**src/rtl/uart_frame_decoder.sv**
```systemverilog
// Strips start/escape/end framing from UART bytes and holds one frame for a valid/ready consumer.
// Optional UART_FRAME_CHECKSUM_EN: the last buffered byte is a mod-256 zero-sum checksum; bytes arriving in HOLD are dropped and counted.
module uart_frame_decoder #(
  parameter int         MAX_LEN    = 6,
  parameter int         MIN_LEN    = 1,
  parameter logic [7:0] START_CHAR = 8'h01,
  parameter logic [7:0] END_CHAR   = 8'h03,
  parameter logic [7:0] ESC_CHAR   = 8'h02,
  parameter int         LEN_W      = $clog2(MAX_LEN + 1)
) (
  input  logic                 clk_12MHz,
  input  logic                 reset,
  input  logic [7:0]           rx_byte,
  input  logic                 rx_valid,
  output logic [8*MAX_LEN-1:0] frame_data,
  output logic [LEN_W-1:0]     frame_len,
  output logic                 frame_valid,
  input  logic                 frame_ready,
  output logic [7:0]           err_count,
  output logic                 busy
);

  typedef enum logic [1:0] {IDLE, RECEIVE, ESCAPED, HOLD} state_t;

`ifdef UART_FRAME_CHECKSUM_EN
  localparam int MIN_CNT = MIN_LEN + 1;
`else
  localparam int MIN_CNT = MIN_LEN;
`endif
  localparam logic [LEN_W:0]   MIN_CNT_W = (LEN_W + 1)'(MIN_CNT);
  localparam logic [LEN_W-1:0] MAX_CNT   = LEN_W'(MAX_LEN);

  state_t               state, state_n;
  logic [LEN_W-1:0]     count, count_n;
  logic [8*MAX_LEN-1:0] data_n;
  logic [LEN_W-1:0]     len_n;
  logic                 err_inc;
  logic                 deposit;
`ifdef UART_FRAME_CHECKSUM_EN
  logic [7:0]           sum, sum_n;
`endif

  always_ff @(posedge clk_12MHz) begin
    if (reset) begin
      state      <= IDLE;
      count      <= '0;
      frame_data <= '0;
      frame_len  <= '0;
      err_count  <= '0;
`ifdef UART_FRAME_CHECKSUM_EN
      sum        <= '0;
`endif
    end else begin
      state      <= state_n;
      count      <= count_n;
      frame_data <= data_n;
      frame_len  <= len_n;
      if (err_inc && err_count != 8'hFF)
        err_count <= err_count + 8'd1;
`ifdef UART_FRAME_CHECKSUM_EN
      sum        <= sum_n;
`endif
    end
  end

  always_comb begin
    state_n = state;
    count_n = count;
    data_n  = frame_data;
    len_n   = frame_len;
    err_inc = 1'b0;
    deposit = 1'b0;
`ifdef UART_FRAME_CHECKSUM_EN
    sum_n   = sum;
`endif

    case (state)
      IDLE: begin
        if (rx_valid && rx_byte == START_CHAR) begin
          state_n = RECEIVE;
          count_n = '0;
`ifdef UART_FRAME_CHECKSUM_EN
          sum_n   = '0;
`endif
        end
      end

      RECEIVE: begin
        if (rx_valid) begin
          if (rx_byte == START_CHAR) begin
            count_n = '0;
            err_inc = 1'b1;
`ifdef UART_FRAME_CHECKSUM_EN
            sum_n   = '0;
`endif
          end else if (rx_byte == ESC_CHAR) begin
            state_n = ESCAPED;
          end else if (rx_byte == END_CHAR) begin
`ifdef UART_FRAME_CHECKSUM_EN
            if ({1'b0, count} >= MIN_CNT_W && sum == 8'h00) begin
              state_n = HOLD;
              len_n   = count - LEN_W'(1);
            end else begin
              state_n = IDLE;
              err_inc = 1'b1;
            end
`else
            if ({1'b0, count} >= MIN_CNT_W) begin
              state_n = HOLD;
              len_n   = count;
            end else begin
              state_n = IDLE;
              err_inc = 1'b1;
            end
`endif
          end else begin
            deposit = 1'b1;
          end
        end
      end

      ESCAPED: begin
        if (rx_valid) begin
          state_n = RECEIVE;
          deposit = 1'b1;
        end
      end

      HOLD: begin
        if (rx_valid)
          err_inc = 1'b1;
        if (frame_ready)
          state_n = IDLE;
      end

      default: state_n = IDLE;
    endcase

    // Shared store path for plain and escaped bytes; a full buffer aborts the frame.
    if (deposit) begin
      if (count == MAX_CNT) begin
        state_n = IDLE;
        err_inc = 1'b1;
      end else begin
        for (int i = 0; i < MAX_LEN; i++) begin
          if (count == LEN_W'(i))
            data_n[8*i +: 8] = rx_byte;
        end
        count_n = count + LEN_W'(1);
`ifdef UART_FRAME_CHECKSUM_EN
        sum_n   = sum + rx_byte;
`endif
      end
    end
  end

  assign frame_valid = (state == HOLD);
  assign busy        = (state == RECEIVE) || (state == ESCAPED);

endmodule

```
**config.mk**
```make
export PLATFORM = sky130hd
export DESIGN_NAME = uart_frame_decoder
export DESIGN_NICKNAME = d
export VERILOG_FILES = /design/src/rtl/uart_frame_decoder.sv
export SDC_FILE = /design/constraint.sdc
export NUM_CORES = 1
export LEC_CHECK = 0
export ABC_AREA = 1
export ABC_CLOCK_PERIOD_IN_PS = 5900
export CAP_MARGIN = 20
export CORE_AREA = 2 2 102 64
export DETAILED_ROUTE_END_ITERATION = 10
export DIE_AREA = 0 0 104 66
export PLACE_DENSITY = 0.8
export SLEW_MARGIN = 0
export SYNTH_ARGS = -nofsm -noshare
export SYNTH_HDL_FRONTEND = slang
export SYNTH_SLANG_ARGS = --single-unit
```
**constraint.sdc**
```tcl
create_clock -name clk_12MHz -period 5.9 [get_ports clk_12MHz]
set_clock_uncertainty 0.05 [all_clocks]
set_input_delay 1.18 -clock clk_12MHz [delete_from_list [all_inputs] [get_ports clk_12MHz]]
set_output_delay 1.18 -clock clk_12MHz [all_outputs]
set_load 0.1 [all_outputs]
```
==> out/results.txt <==
CP endpoint: busy
CTS Hold Bufs: 0
Fillers: 534
Critical path buffers and inverters: 2
Row count: 22
Vias in the first global route: 2742
Final hold vios: 0
Area added between synthesis and finish: 33.1%
Via Count: 2829
Min-delay worst type: register to register
Syn_nets: 405
Antenna Cells: 0
Worst VDD drop: 0.160 mV
Initial Util: 48.6%
Total gr overflow: 0
Kind of critical path: register to output pin
Clk root buf: clkbuf_8
Chip Height: 66 um
Yosys top cell area share: 44.3%
Cell area after synthesis: 2890 um2
Remaining DRCs: 0
Fin Setup TNS: 0 ns
F_max: 278 MHz
Pleak: 1.38 nW
Largest net degree at the start of global routing: 48
CP peak stage delay: 1.13 ns
DRT Pass-1 Iters: 4
Critical Path Stages: 3
Syn. warnings: 0
Placer Congestion: 0.898
Gate Count Post-Synth: 383
RSZ-0062 raised after global routing: no
Post-synth EDFFs: 0
CTS tree: yes
Synth Register Bits: 64
CP Launch Type: register
Port-buffer cells: 72
Fraction of layout cells with a size suffix above 1: 6.62%
Delay-heaviest family, CP: buffers and inverters
H-tree Lvls: 3
CP Cell Sequence: inv_1 > ha_1 > clkdlybuf4s50_1
Outcome: finished, final reports clean
Slew Viols, Final: 0
Reg2Reg Setup Slack: 3.62 ns
Period utilization: 60.9%
Crit Path Max Fanout: 6
DRT iter0 DRCs: 246
Clock Latency Late Sink: 0.34 ns
Avg Inst Size Synth: 7.55 um2
CTS Sinks: 64
Core ar.: 5950 um2
Multi-input gate area: 1410 um2
Synth Flop Type: dfxtp_1
# nets final: 470
Seq. cell area: 1280 um2
Initial antenna violation count: 0
Most instantiated cells after synthesis: nand2_1, dfxtp_1, a21oi_1, nand3_1, nor2_1
Pwr Density: 301 nW/um2
Reg2Reg Depth: 9
Max Cap Violations: 0
Drt total wl: 7.78 mm
Top-count cell post-synth: nand2_1
Pwr Total: 1.16 mW
Post-synthesis sequential area ratio: 44.3%
CTS Buffer Depth: 2
Routed WL per cell: 14.5 um
Count of cell types in the netlist: 30
Gr usage total: 23.9%
Area leader, netlist: dfxtp_1
TritonCTS buffer count: 9
Via/cell ratio: 5.27
Area contributors post-synth: dfxtp_1, nand2_1, a21oi_1
Worst Setup SP: state[1]
CP Capture Type: output pin
Die Wd: 104 um
First-pass GRT wire length: 13.0 mm
Reg-to-reg endpoint: err_count[4]
Synth async-reset ratio: 0%
Tmin final: 3.59 ns
Hpwl dp: 5.41 mm
Post-CTS Resized: 0
RR Startpoint: count[0]
Clock-pin slew on the worst setup and hold paths: 0.07 ns
Worst slew pin tran: 0.994 ns
Final Setup Violations: 0
Max-slew headroom: 33.6%
Post-CTS setup buffers: 0
Critical path data arrival time: 2.36 ns
Critical path's slowest cell: clkdlybuf4s50_1
IO Count: 73
Post-route ant nets: 0
Die area: 6860 um2
WP data required: 4.67 ns
## cell families after synthesis
family	synth area share, %
AND/OR/NAND/NOR	29.1
XOR/XNOR	1.51
buffers and inverters	6.92
flip-flops	44.3
adder cells (fa/ha/maj)	4.33
AO/OA/AOI/OAI	13.8
## worst min-delay path by stage
stage,slack (ns),from,end,cells past startpoint
floorplan,0.42,state[0],state[0],2
CTS,0.40,frame_len[0],frame_len[0],2
finish,0.40,frame_len[2],frame_len[2],2
detailed placement,0.39,frame_len[0],frame_len[0],2
global placement,0.39,frame_len[2],frame_len[2],2
global route,0.43,frame_data[34],frame_data[34],2
## sequential cells by signal, indices dropped and copies added, names as in the netlist
register and cells:
frame_data 48, err_count 8, count 3, frame_len 3
state 2
## through the flow
stage | utilization (%) | hold WS, ns | instances | cell area (um2) | worst slack [ns]
3_5_place_dp | 60.9 | 0.391 | 521 | 3620 | 2.36
6_report | 64.7 | 0.399 | 537 | 3850 | 2.31
5_1_grt | 64.7 | 0.428 | 537 | 3850 | 2.26
3_3_place_gp | 60.9 | 0.386 | 521 | 3620 | 2.42
4_1_cts | 64.7 | 0.402 | 537 | 3850 | 2.31
2_1_floorplan | - | 0.424 | 383 | 2890 | 3.35
## final cells by class
class                           instances  area share [%]
Tap cell                               84            2.73
Clock buffer                            9            3.22
Multi-Input combinational cell        275            36.7
Timing Repair Buffer                   73            18.9
Inverter                               25            2.50
Sequential cell                        64            33.3
Clock inverter                          7            2.67
## cell usage in the layout (no fill, tap or decap), drive strengths merged
cell type / synthesis / layout
nor3: 1 / 1
nand2: 89 / 89
clkinvlp: 0 / 1
o21ai: 15 / 15
nand4: 17 / 17
clkinv: 2 / 4
inv: 23 / 25
a211oi: 1 / 1
o31ai: 1 / 1
o21bai: 1 / 1
buf: 9 / 1
clkbuf: 10 / 9
nor3b: 1 / 1
clkdlybuf4s50: 0 / 72
bufinv: 0 / 2
a21boi: 1 / 1
a21oi: 59 / 59
xor2: 5 / 5
nand3: 43 / 43
nor2: 31 / 31
dfxtp: 64 / 64
ha: 10 / 10
## layer usage
metal	wire (um)	global-route usage (%)	vias up
li1	-	-	1414
met5	0	0	-
met1	3540	31.3	1279
met2	3500	37.7	123
met4	107	9.12	0
met3	631	6.80	13
## worst register-to-register path: stages, from the launching register on
cell and delay, ns:
dfxtp_1 0.35, inv_1 0.13, ha_1 0.37, nand2_1 0.12
inv_1 0.19, nand3_1 0.18, nand2_1 0.33, nand2_1 0.25
nand2_1 0.11, a21oi_1 0.06
## power breakdown
group	internal, mW	total [mW]	switching [mW]
logic	0.0706	0.270	0.199
clock network	0.242	0.427	0.184
registers	0.445	0.460	0.0152
Note: power is estimated with default switching activity, not from simulation.
